**src/rtl/serial_bit_feeder.sv**
```systemverilog
// serial_bit_feeder: accepts WIDTH-bit words on a valid/ready handshake and shifts them out MSB-first, one bit per bit_en tick.
// Define SERIALIZER_PARITY_EN to append an even-parity bit to every word.
module serial_bit_feeder #(
  parameter int WIDTH = 8,
  parameter int CNT_W = $clog2(WIDTH + 1)
) (
  input  logic             clk,
  input  logic             rst,
  input  logic [WIDTH-1:0] in_data,
  input  logic             in_valid,
  output logic             in_ready,
  input  logic             bit_en,
  output logic             dout,
  output logic             dout_valid,
  output logic             word_done,
  output logic             busy
);

  // state  | meaning
  // IDLE   | shifter empty; loads from hold as soon as hold is full
  // SHIFT  | presenting shreg MSB; advances on bit_en
  // PARITY | presenting even parity of the word just shifted (parity build only)
`ifdef SERIALIZER_PARITY_EN
  typedef enum logic [1:0] {IDLE, SHIFT, PARITY} state_t;
`else
  typedef enum logic {IDLE, SHIFT} state_t;
`endif

  state_t           state_q, state_d;
  logic [WIDTH-1:0] hold_q, hold_d;
  logic [WIDTH-1:0] shreg_q, shreg_d;
  logic             hold_full_q, hold_full_d;
  logic [CNT_W-1:0] bit_cnt_q, bit_cnt_d;
  logic             accept;
  logic             last_bit;
  logic             load;
`ifdef SERIALIZER_PARITY_EN
  logic             parity_q, parity_d;
`endif

  // Ready comes straight from a flop, so accept and drain of hold are mutually exclusive.
  assign accept   = in_valid & ~hold_full_q;
  assign last_bit = (bit_cnt_q == CNT_W'(WIDTH - 1));
  assign in_ready = ~hold_full_q;
  assign busy     = (state_q != IDLE) | hold_full_q;

  always_comb begin
    state_d     = state_q;
    hold_d      = hold_q;
    hold_full_d = hold_full_q;
    shreg_d     = shreg_q;
    bit_cnt_d   = bit_cnt_q;
`ifdef SERIALIZER_PARITY_EN
    parity_d    = parity_q;
`endif
    load        = 1'b0;
    dout        = 1'b0;
    dout_valid  = 1'b0;
    word_done   = 1'b0;

    if (accept) begin
      hold_d      = in_data;
      hold_full_d = 1'b1;
    end

    case (state_q)
      IDLE: begin
        load = hold_full_q;
      end
      SHIFT: begin
        dout       = shreg_q[WIDTH-1];
        dout_valid = 1'b1;
        if (bit_en) begin
          shreg_d   = shreg_q << 1;
          bit_cnt_d = bit_cnt_q + CNT_W'(1);
          if (last_bit) begin
            word_done = 1'b1;
`ifdef SERIALIZER_PARITY_EN
            state_d = PARITY;
`else
            if (hold_full_q) load = 1'b1;
            else             state_d = IDLE;
`endif
          end
        end
      end
`ifdef SERIALIZER_PARITY_EN
      PARITY: begin
        dout       = parity_q;
        dout_valid = 1'b1;
        if (bit_en) begin
          if (hold_full_q) load = 1'b1;
          else             state_d = IDLE;
        end
      end
`endif
      default: state_d = IDLE;
    endcase

    // Reloading directly from the last-bit edge keeps consecutive words gapless.
    if (load) begin
      shreg_d     = hold_q;
      hold_full_d = 1'b0;
      bit_cnt_d   = '0;
      state_d     = SHIFT;
`ifdef SERIALIZER_PARITY_EN
      parity_d    = ^hold_q;
`endif
    end
  end

  always_ff @(posedge clk or negedge rst) begin
    if (!rst) begin
      state_q     <= IDLE;
      hold_q      <= '0;
      hold_full_q <= 1'b0;
      shreg_q     <= '0;
      bit_cnt_q   <= '0;
`ifdef SERIALIZER_PARITY_EN
      parity_q    <= 1'b0;
`endif
    end else begin
      state_q     <= state_d;
      hold_q      <= hold_d;
      hold_full_q <= hold_full_d;
      shreg_q     <= shreg_d;
      bit_cnt_q   <= bit_cnt_d;
`ifdef SERIALIZER_PARITY_EN
      parity_q    <= parity_d;
`endif
    end
  end

endmodule

```
**config.mk**
```make
export PLATFORM = sky130hd
export DESIGN_NAME = serial_bit_feeder
export DESIGN_NICKNAME = d
export VERILOG_FILES = /design/src/rtl/serial_bit_feeder.sv
export SDC_FILE = /design/constraint.sdc
export NUM_CORES = 1
export LEC_CHECK = 0
export CELL_PAD_IN_SITES_DETAIL_PLACEMENT = 0
export CELL_PAD_IN_SITES_GLOBAL_PLACEMENT = 1
export CORE_MARGIN = 3
export CORE_UTILIZATION = 35
export DETAILED_ROUTE_END_ITERATION = 6
export GPL_TIMING_DRIVEN = 0
export PLACE_DENSITY_LB_ADDON = 0.15
export SYNTH_ARGS = -nofsm -noshare
export SYNTH_HDL_FRONTEND = slang
export SYNTH_SLANG_ARGS = --single-unit
```
**constraint.sdc**
```tcl
create_clock -name clk -period 1.4 [get_ports clk]
set_input_delay 0.35 -clock clk [delete_from_list [all_inputs] [get_ports clk]]
set_output_delay 0.35 -clock clk [all_outputs]
set_load 0.01 [all_outputs]
```
After elaboration in Yosys (flattened, before gate mapping)
Index checks and enable logic that the tools add are counted.
- bitwise operators: 4
- equality and inequality tests: 1
- multiplexer cells: 21
- add/sub/neg operators: 1
- reductions and logical operators: 4
- operator list (operator ; count):
    8-bit two-way mux ; 3
    1-bit two-way mux ; 14
    4-bit two-way mux ; 3
    2-bit nonzero test ; 3
    4-bit by 1-bit adder with 4-bit output (second input constant) ; 1
    4-bit by 3-bit == test with 1-bit output (second input constant) ; 1
    1-bit inverter ; 2
    1-bit case mux with 2 select lines ; 1
    2-bit AND reduction ; 1
    1-bit bitwise AND ; 1
    1-bit OR ; 1
- bits of input ports: 12
- register bits after elaboration: 22
- word-level logic and storage cells: 36

Logic depth before layout (Yosys ltp)
Gate-level depths: netlist (run 1).
- depth in word-level cells: 6
- depth in mapped cells: 5
- depth with buffers taken out: 4

Worst setup path before layout (run 1)
Ideal clock, no wire load.
- path kind: register to register
- from: register bit_cnt_q[0]
- to: register shreg_q[1]
- data required time: 1277 ps
- data arrival time: 1359 ps
- stages on the path, launching flop included: 6
- path slack: -81 ps
- path through: dfrtp_1 -> ha_1 -> and4b_1 -> or2_1 -> buf_6 -> o221a_1
- word-level cells in the longest chain between the ends: 6
- elaborated cells between the ends (all ways): 8
- ends and longest elaborated chain (item ; line ; text):
    start: declaration ; 33 ; logic [CNT_W-1:0] bit_cnt_q, bit_cnt_d;
    start signal: assignment ; 127 ; bit_cnt_q <= bit_cnt_d;
    4-bit by 3-bit == test with 1-bit output (*) ; 43 ; assign last_bit = (bit_cnt_q == CNT_W'(WIDTH - 1));
    1-bit two-way mux (*) ; 76 ; if (last_bit) begin
    1-bit two-way mux (*) ; 73 ; if (bit_en) begin
    1-bit case mux with 2 select lines (*) ; 66 ; case (state_q)
    2-bit nonzero test (no line) ; - ;
    2-bit AND reduction (no line) ; - ;
    end signal: assignment ; 126 ; shreg_q <= shreg_d;
    end: declaration ; 31 ; logic [WIDTH-1:0] shreg_q, shreg_d;
Every way passes the cells marked *; elsewhere a longest branch is shown, timed or not.
A chain may end at the register's enable or synchronous reset.

Worst setup path after layout (run 1)
- from: register bit_cnt_q[0]
- to: output port word_done
- word-level cells in the longest chain between the ends: 4
- ends and longest elaborated chain (item ; line ; text):
    4-bit by 3-bit == test with 1-bit output ; 43 ;
    1-bit two-way mux ; 76 ;
    1-bit two-way mux ; 73 ;
    1-bit two-way mux ; 66 ;
    end: declaration ; 15 ; output logic word_done,
Every way passes these cells.

==> results of run 1 <==
## cell usage after synthesis
cell type / n
dfrtp_1: 22
mux2_2: 8
nand2_1: 7
o221a_1: 7
or2b_1: 5
o21ai_0: 4
inv_1: 3
nand2b_1: 2
nor3_1: 2
a21boi_0: 1
a21o_1: 1
a21oi_1: 1
a32o_1: 1
and2_1: 1
and4b_1: 1
buf_2: 1
buf_4: 1
buf_6: 1
ha_1: 1
mux2i_1: 1
mux2i_2: 1
nand3_1: 1
nand4_1: 1
nand4b_1: 1
nor2_1: 1
nor2b_1: 1
o21bai_1: 1
or2_1: 1
## registers in the layout, summed over array words and instances, names as in the netlist
| name | flops |
|---|---|
| shreg_q | 8 |
| hold_q | 8 |
| state_q | 1 |
| hold_full_q | 1 |
| bit_cnt_q | 4 |
## kinds of logic after synthesis
group / after synthesis / share of synthesized area
muxes: 10 / 0.115
DFF: 22 / 0.558
AOI/OAI and AO/OA: 16 / 0.138
and+or+nand+nor: 24 / 0.141
buffers and inverters: 6 / 0.0355
adders and majority gates: 1 / 0.0127
## what timing repair did
| item | CTS | global route |
|---|---|---|
| resized for setup | 28 | 26 |
| setup buffers | 9 | 4 |
| gates cloned | 0 | 1 |
| pin swaps | 3 | 0 |
| endpoints found under the setup margin | 14 | 22 |
## routing by layer
| layer | wire length (um) | up-vias | track usage | part of all wire |
|---|---|---|---|---|
| met3 | 103 | 2 | 0.0327 | 0.053 |
| met4 | 15 | 0 | 0.0388 | 0.0077 |
| met2 | 910 | 15 | 0.186 | 0.47 |
| li1 | - | 355 | - | - |
| met1 | 923 | 365 | 0.160 | 0.47 |
| met5 | 0 | - | 0 | 0 |
## per-stage QoR
stage	util	setup TNS (ns)	area, um^2
2_1_floorplan	-	-0.204	990
3_3_place_gp	0.462	-11.90	1190
3_5_place_dp	0.462	-10.72	1190
4_1_cts	0.509	-1.08	1310
5_1_grt	0.556	-1.67	1430
6_report	0.556	-1.02	1430
## power by group
| group | leakage, nW | internal (mW) | switching, mW | total [mW] |
|---|---|---|---|---|
| Clock | 0.0210 | 0.159 | 0.191 | 0.350 |
| Combinational | 0.363 | 0.605 | 0.316 | 0.920 |
| Sequential | 0.253 | 0.895 | 0.179 | 1.07 |
## final timing paths
path	end	slack [ns]	from	depth (start not counted)
min in group clk	shreg_q[0]	0.51	shreg_q[0]	1
worst max register to register	shreg_q[1]	-0.12	bit_cnt_q[0]	5
worst max-delay path	word_done	-0.15	bit_cnt_q[0]	4
worst min register to register	shreg_q[0]	0.51	shreg_q[0]	1
worst min-delay path	bit_cnt_q[2]	0.15	rst	1
max in group asynchronous	hold_full_q	0.59	rst	1
## area by class of cell
cell class / count / area (um^2)
inverter: 3 / 13.8
multi-input combinational: 51 / 474
tap: 30 / 37.5
buffer: 3 / 33.8
timing repair buffer: 30 / 279
clock buffer: 4 / 36.3
sequential: 22 / 552
fill: 249 / 1140
==> impl_metrics.py, run 1 <==
metrics = {
    "sta": {
        "min_period_ns": 1.55,
        "hold_viol": 0,
        "finalMaxSlewViolations": 0,
        "relSlewSlack": 0.371,
        "tightestPinTransition_ns": 0.941,
        "setup_viol": 10,
        "fin_hold_ws_ns": 0.152,
        "timing.final.crit_share": 1.10,
        "skew_ns": 0.0182,
        "layout_setup_ws_ns": -0.147,
        "max_freq_mhz": 647,
        "rsz0062_at_grt": "true",
    },
    "drt": {
        "antenna_left": 0,
        "drt_iter0_markers": 15,
        "avgViaCountPerCell": 5.15,
        "routed_wirelength_um": 1950,
        "drt_first_pass_iters": 4,
        "drc_errors": 0,
        "wl_per_cell_um": 13.7,
        "vias": 737,
    },
    "layout": {
        "area_growth_pct": 44.5,
        "nNetsFinal": 127,
        "drive_gt1_frac": 0.389,
        "final_common_cell": "dfrtp_1",
        "final_cell_mix": "21 x dfrtp_1, 10 x buf_6, 10 x buf_4",
        "n_antenna_cell": 0,
        "fin_cells": 143,
    },
    "worst_setup_path": {
        "slowest_delay_ns": 0.42,
        "critical_path_class": "reg2out",
        "worstPathMaxFanout": 5,
        "worstPathArrival_ns": 1.20,
        "required_ns": 1.05,
        "critPathTopFamily": "flip-flops",
        "cp_num_buf_inv": 1,
        "crit_path_start_kind": "register",
        "critPathSlowestCell": "dfrtp_1",
        "cp_cell_sequence": "ha_4, nand2_1, nor3_2, buf_2",
        "cp-end-kind": "primary output",
    },
    "synth": {
        "syn-cell-area_um2": 987,
        "synth-seq-cells": 22,
        "synth_warnings": 0,
        "ys_top_cells_by_area": "dfrtp_1 56%, mux2_2 9.1%, o221a_1 8.0%",
        "seq_area_frac_synth": 0.558,
        "syn_avg_cell_area_um2": 12.5,
        "synth_top_area_cell": "dfrtp_1",
        "syn_nets": 92,
        "synthCells": 79,
        "ys_types": 28,
        "synth.top_cell.area_share": 0.558,
    },
    "placed_design": {
        "place_hpwl_um": 1200,
        "dp_cells": 125,
        "gp_congestion": 0.682,
        "numPortBuffers": 16,
        "dp_slack_ns": -0.657,
    },
    "floorplanning": {
        "die_w_um": 59.1,
        "die_height_um": 59.1,
        "core_um2": 2570,
        "io_pins": 17,
        "dieArea_um2": 3490,
        "initial_core_util": 0.385,
        "row_count": 18,
    },
    "power": {
        "peakVddDrop_v": 0.00106,
        "p_total_mw": 2.34,
        "p_leak_nw": 0.637,
        "powerDensity_nw_per_um2": 1640,
    },
    "clock_tree": {
        "htree_levels": 1,
        "cts_sinks": 22,
        "holdBufCountCts": 0,
        "numCtsBuffers": 3,
        "clockBufferDepth": 2,
        "cts_tree": "yes",
        "clk-insertion-delay-late_ns": 0.31,
        "clk_pin_slew_ns": 0.13,
        "clock_tree.root_cell": "clkbuf_4",
    },
    "hold_path": {
        "hold_path_class": "in2async",
    },
    "outcome": {
        "status": "finished with violations",
        "violations": "negative setup slack",
    },
    "global_routing": {
        "grt_pass1_wl_um": 3120,
        "grtUsageTotal": 0.119,
        "grt_pass1_vias": 673,
        "grt_max_degree": 23,
        "grt_antenna_before_repair": 0,
        "grt_overflow": 0,
    },
    "flow_run": {
        "max_cap_violations": 0,
    },
}
No activity file was read; power rests on OpenSTA's default activity.
==> inputs of run 2 (changes only) <==
--- a/config.mk
+++ b/config.mk
@@ -5,12 +5,14 @@
 export SDC_FILE = /design/constraint.sdc
 export NUM_CORES = 1
 export LEC_CHECK = 0
+export ABC_AREA = 1
 export CELL_PAD_IN_SITES_DETAIL_PLACEMENT = 0
 export CELL_PAD_IN_SITES_GLOBAL_PLACEMENT = 1
-export CORE_MARGIN = 3
+export CORE_MARGIN = 2
 export CORE_UTILIZATION = 35
 export DETAILED_ROUTE_END_ITERATION = 6
 export GPL_TIMING_DRIVEN = 0
+export MAX_ROUTING_LAYER = met4
 export PLACE_DENSITY_LB_ADDON = 0.15
 export SYNTH_ARGS = -nofsm -noshare
 export SYNTH_HDL_FRONTEND = slang
==> run 2 against run 1 <==
The run still ends with negative setup slack left. Flip-flop and latch count unchanged. Routed wire length increased by 4.7%. Via count increased by 12%. First-iteration DRC count increased by 110%. Hold slack improved by 0.037 ns. Area after synthesis increased by 8.1%. Global-route usage increased by 1.3 points. Clock power about the same. Critical endpoint unchanged. Largest cell class unchanged. Highest routed layer unchanged.
==> impl_metrics.py, run 2 <==
metrics = {
    "outcome": {
        "status": "finished with violations",
        "violations": "negative setup slack",
    },
    "placed_design": {
        "numPortBuffers": 16,
        "dp_slack_ns": -0.593,
        "dp_cells": 171,
        "gp_congestion": 0.687,
        "place_hpwl_um": 1360,
    },
    "layout": {
        "area_growth_pct": 27.7,
        "fin_cells": 180,
        "final_common_cell": "nand2_1",
        "drive_gt1_frac": 0.272,
        "final_cell_mix": "26 x nand2_1, 21 x dfrtp_1, 15 x inv_1",
        "multiInputGateArea_um2": 434,
        "seqCellArea_um2": 552,
        "fin_util": 0.458,
        "n_antenna_cell": 0,
        "nNetsFinal": 161,
        "reg.largest.list": "hold_q (8), shreg_q (8), bit_cnt_q (4)",
        "fillCellCount": 310,
    },
    "worst_setup_path": {
        "required_ns": 1.05,
        "critPathTopFamily": "buffers and inverters",
        "r2r_slack_ns": 0.03,
        "worstPathArrival_ns": 1.23,
        "cp_num_buf_inv": 3,
        "worstPathMaxFanout": 2,
        "cp_cell_sequence": "clkdlybuf4s50_1, nand2_1, inv_1, nand2_2, nor2_1, buf_2",
        "critical_path_class": "in2out",
        "slowest_delay_ns": 0.50,
        "critPathSlowestCell": "clkdlybuf4s50_1",
        "crit_path_start_kind": "input pin",
        "cp-end-kind": "primary output",
    },
    "flow_run": {
        "max_cap_violations": 0,
    },
    "sta": {
        "finalMaxSlewViolations": 0,
        "rsz0062_at_grt": "true",
        "final.setup.tns_ns": -0.198,
        "skew_ns": 0.00148,
        "setup_viol": 2,
        "relSlewSlack": 0.335,
        "layout_setup_ws_ns": -0.176,
        "hold_viol": 0,
        "min_period_ns": 1.58,
        "tightestPinTransition_ns": 0.996,
        "max_freq_mhz": 634,
        "timing.final.crit_share": 1.13,
    },
    "drt": {
        "drt_first_pass_iters": 4,
        "vias": 828,
        "wl_per_cell_um": 11.4,
        "routed_wirelength_um": 2040,
        "drc_errors": 0,
        "antenna_left": 0,
        "avgViaCountPerCell": 4.60,
        "drt_iter0_markers": 31,
    },
    "clock_tree": {
        "htree_levels": 1,
        "cts_sinks": 22,
        "holdBufCountCts": 0,
        "clk-insertion-delay-late_ns": 0.30,
        "clockBufferDepth": 2,
        "clk_pin_slew_ns": 0.12,
        "clock_tree.root_cell": "clkbuf_4",
        "numCtsBuffers": 3,
        "cts_tree": "yes",
    },
    "synth": {
        "synthCells": 122,
        "syn_avg_cell_area_um2": 8.75,
        "syn_nets": 135,
        "synth_most_common_cell": "nand2_1",
        "synth_top_area_cell": "dfrtp_1",
        "synthArstFlopShare": 1.00,
        "ys_top_cells_by_area": "dfrtp_1 52%, nand2_1 9.8%, nand3_1 5.6%",
        "synth.top_cell.area_share": 0.516,
        "ys.flop_type": "dfrtp_1",
        "synth_edf_count": 0,
        "syn-cell-area_um2": 1070,
        "synth-seq-cells": 22,
        "synth_warnings": 0,
        "ys_types": 22,
        "seq_area_frac_synth": 0.516,
        "ys_top_cells_by_count": "28 x nand2_1, 22 x dfrtp_1, 16 x inv_1",
    },
    "floorplanning": {
        "die_height_um": 59.2,
        "core_um2": 2980,
        "die_w_um": 59.2,
        "io_pins": 17,
        "dieArea_um2": 3510,
        "row_count": 20,
        "initial_core_util": 0.358,
    },
    "global_routing": {
        "grt_pass1_vias": 796,
        "grt_pass1_wl_um": 3390,
        "grt_max_degree": 23,
        "grtUsageTotal": 0.132,
        "grt_antenna_before_repair": 0,
        "grt_overflow": 0,
    },
    "power": {
        "p_leak_nw": 0.711,
        "p_total_mw": 2.25,
        "peakVddDrop_v": 0.000651,
        "powerDensity_nw_per_um2": 1650,
    },
    "hold_path": {
        "hold_path_class": "in2async",
    },
}
-- run 2: cell types whose count changed after synthesis, sizes merged, moves of 5 or more --
| cell | previous run | this run |
|---|---|---|
| a21oi | 1 | 7 |
| inv | 3 | 19 |
| mux2 | 8 | 3 |
| nand2 | 7 | 33 |
| nand3 | 1 | 12 |
| nor2 | 1 | 14 |
| o221a | 7 | 0 |
| or2b | 5 | 0 |
-- run 2: final timing paths --
check                              from      endpoint  depth (start not counted)
max in group asynchronous           rst       state_q                          1
setup / recovery                 bit_en     word_done                          6
hold reg to reg               hold_q[0]    shreg_q[0]                          2
hold / removal                      rst  bit_cnt_q[2]                          1
min in group clk              hold_q[0]    shreg_q[0]                          2
setup reg to reg           bit_cnt_q[1]    shreg_q[2]                          9
-- run 2: worst reg2reg max path: stages, from the launching register on --
cell and delay [ns]:
dfrtp_1 0.40, ha_2 0.19, nand2_1 0.05, inv_1 0.04, nand2_2 0.07, nand2_2 0.16
nand2_4 0.16, nand2_4 0.07, nor2_2 0.09, nor2_2 0.04
-- run 2: kinds of logic (layout without fill, tap and decap cells) --
group | Yosys count | in the layout | share of synthesized area
AOI/OAI and AO/OA | 10 | 10 | 0.0610
xor gates and xnor gates | 1 | 1 | 0.00821
adders and majority gates | 1 | 1 | 0.0117
buffers and inverters | 22 | 46 | 0.0950
DFF | 22 | 22 | 0.516
muxes | 3 | 3 | 0.0317
and+or+nand+nor | 63 | 64 | 0.277
-- run 2: area by class of cell --
cell class,instances,area share
Inverter,19,0.0597
Clock buffer,4,0.0266
Buffer,3,0.0202
Timing Repair Buffer,20,0.140
Multi-Input combinational cell,79,0.319
Sequential cell,22,0.405
Tap cell,33,0.0303
-- run 2: layer usage --
metal | part of all wire | global-route usage | wire length, um | vias to the layer above
met5 | 0 | - | 0 | -
met4 | 0.010 | 0.0682 | 21 | 0
met3 | 0.043 | 0.0197 | 88 | 2
met2 | 0.48 | 0.206 | 979 | 21
met1 | 0.47 | 0.165 | 955 | 377
li1 | - | - | - | 428
-- run 2: what timing repair did --
action / in CTS / in global routing
setup endpoints to repair: 11 / 17
gates cloned: 0 / 2
pin swaps: 1 / 3
buffers inserted: 3 / 0
resized for setup: 24 / 8
-- run 2: stage by stage --
stage / instance area (um^2) / hold slack, ns
global placement: 1270 / 0.449
global route: 1360 / 0.256
floorplan: 1070 / 0.0544
finish: 1360 / 0.189
CTS: 1320 / 0.493
detailed placement: 1270 / 0.463
-- run 2: where the power goes --
group | internal [mW] | switching, mW
logic | 0.387 | 0.482
registers | 0.908 | 0.122
clock network | 0.159 | 0.191
total | 1.45 | 0.795
==> inputs of run 3 (changes only) <==
==> constraint.sdc (replaced) <==
create_clock -name clk -period 1.84 [get_ports clk]
set_input_delay 0.368 -clock clk [delete_from_list [all_inputs] [get_ports clk]]
set_output_delay 0.368 -clock clk [all_outputs]
set_load 0.01 [all_outputs]
==> run 3 against run 2 <==
Sequential power decreased by 24%. Cell area decreased by 2.8%. Hold slack improved by 0.29 ns. Routed wire length decreased by 8.0%. Clock power decreased by 24%. Combinational power decreased by 28%. The run now ends clean. Critical endpoint unchanged. Via count decreased by 3.3%. Critical path type unchanged. Sequential share of layout area increased by 1.2 points. Power decreased by 26%.
==> impl_metrics.py, run 3 (synthesis gave the netlist of run 2 again) <==
metrics = {
    "layout": {
        "drive_gt1_frac": 0.208,
        "area_growth_pct": 24.0,
        "final_common_cell": "nand2_1",
        "reg.largest.list": "hold_q (8), shreg_q (8), bit_cnt_q (4)",
        "n_antenna_cell": 0,
        "final_cell_mix": "27 x nand2_1, 21 x dfrtp_1, 16 x inv_1",
        "multiInputGateArea_um2": 420,
        "fillCellCount": 319,
        "seqCellArea_um2": 552,
        "fin_cells": 177,
        "nNetsFinal": 158,
    },
    "sta": {
        "final.setup.tns_ns": 0,
        "hold_viol": 0,
        "setup_viol": 0,
        "timing.final.crit_share": 0.939,
        "layout_setup_ws_ns": 0.111,
        "min_period_ns": 1.73,
        "fin_hold_ws_ns": 0.483,
        "finalMaxSlewViolations": 0,
        "rsz0062_at_grt": "false",
        "max_freq_mhz": 579,
        "tightestPinTransition_ns": 1.00,
        "relSlewSlack": 0.331,
        "skew_ns": 0.00555,
    },
    "power": {
        "seqPwrFrac": 0.468,
        "p_int_mw": 1.09,
        "switching_share": 0.347,
        "powerDensity_nw_per_um2": 1260,
        "p_total_mw": 1.67,
        "combPwrFrac": 0.372,
        "peakVddDrop_v": 0.000499,
        "p_leak_nw": 0.685,
        "pwr-share-clk": 0.159,
        "p_sw_mw": 0.580,
    },
    "clock_tree": {
        "numCtsBuffers": 3,
        "holdBufCountCts": 0,
        "htree_levels": 1,
        "clock_tree.root_cell": "clkbuf_4",
        "clockBufferDepth": 2,
        "cts_sinks": 22,
        "cts_tree": "yes",
        "clk-insertion-delay-late_ns": 0.31,
        "clk_pin_slew_ns": 0.12,
    },
    "worst_setup_path": {
        "crit_path_start_kind": "input pin",
        "critPathTopFamily": "buffers and inverters",
        "required_ns": 1.47,
        "worstPathMaxFanout": 2,
        "cp-end-kind": "primary output",
        "slowest_delay_ns": 0.50,
        "cp_cell_sequence": "clkdlybuf4s50_1, nand2_1, inv_1, nand2_2, nor2_1, clkdlybuf4s15_1",
        "worstPathArrival_ns": 1.36,
        "critPathSlowestCell": "clkdlybuf4s50_1",
        "critical_path_class": "in2out",
        "cp_num_buf_inv": 3,
    },
    "drt": {
        "antenna_left": 0,
        "vias": 801,
        "routed_wirelength_um": 1880,
        "avgViaCountPerCell": 4.53,
        "drt_iter0_markers": 30,
        "wl_per_cell_um": 10.6,
        "drt_first_pass_iters": 4,
        "drc_errors": 0,
    },
    "floorplanning": {
        "io_pins": 17,
        "die_height_um": 59.2,
        "initial_core_util": 0.358,
        "core_um2": 2980,
        "die_w_um": 59.2,
        "row_count": 20,
        "dieArea_um2": 3510,
    },
    "hold_path": {
        "hold_path_class": "reg2reg",
    },
    "placed_design": {
        "gp_congestion": 0.687,
        "numPortBuffers": 16,
        "dp_slack_ns": -0.189,
        "dp_cells": 171,
        "place_hpwl_um": 1360,
    },
    "global_routing": {
        "grt_antenna_before_repair": 0,
        "grtUsageTotal": 0.125,
        "grt_overflow": 0,
        "grt_pass1_vias": 756,
        "grt_pass1_wl_um": 3220,
        "grt_max_degree": 23,
    },
    "flow_run": {
        "max_cap_violations": 0,
    },
    "outcome": {
        "status": "completed",
    },
}
## run 3: changes by cell type in the layout (fill, tap and decap cells not counted), moves of 2 or more
cell	change
clkdlybuf4s50_1	+3
buf_6	-4
buf_2	-3
dlygate4sd2_1	+2
nand2_2	-2
## run 3: stage by stage
| step | util | area, um^2 |
|---|---|---|
| 6_report | 0.445 | 1320 |
| 5_1_grt | 0.445 | 1320 |
| 4_1_cts | 0.437 | 1300 |
| 3_5_place_dp | 0.426 | 1270 |
| 3_3_place_gp | 0.426 | 1270 |
| 2_1_floorplan | - | 1070 |
## run 3: metal layers
| metal | track usage | vias to the layer above | routed length (um) |
|---|---|---|---|
| li1 | - | 418 | - |
| met1 | 0.162 | 363 | 938 |
| met2 | 0.187 | 16 | 838 |
| met3 | 0.0197 | 4 | 73 |
| met4 | 0.0682 | 0 | 29 |
| met5 | - | - | 0 |
## run 3: power groups by stage
stage          registers [mW]  logic (mW)  clock network (mW)
6_report                0.782       0.622               0.266
5_1_grt                 0.812       0.709               0.299
4_1_cts                 0.784       0.621               0.280
3_5_place_dp            0.796       0.625                   0
2_1_floorplan           0.774       0.467                   0
3_3_place_gp            0.790       0.612                   0
## run 3: layout make-up
class,count,share of cell area
Inverter,19,0.0558
Clock buffer,4,0.0274
Timing Repair Buffer,18,0.130
Multi-Input combinational cell,78,0.318
Tap cell,33,0.0312
Buffer,3,0.0208
Sequential cell,22,0.417
## run 3: path summary, 6_finish.rpt
path                                   start           end  slack, ns  depth (start not counted)
worst max-delay path                  bit_en     word_done       0.11                          6
worst min-delay path               hold_q[0]    shreg_q[0]       0.48                          2
worst max register to register  bit_cnt_q[0]    shreg_q[2]       0.46                          9
worst min register to register     hold_q[0]    shreg_q[0]       0.48                          2
max in group asynchronous                rst       state_q       0.57                          1
min in group asynchronous                rst  bit_cnt_q[2]       0.60                          1
## run 3: timing repair
action	in CTS	in global routing
resized for setup	4	3
setup buffers	0	2
setup endpoints to repair	4	2
## run 3: worst min-delay path, stage by stage (launching register included)
cell and delay, ns:
dfrtp_1 0.36, nand2_1 0.05, nand2_1 0.05
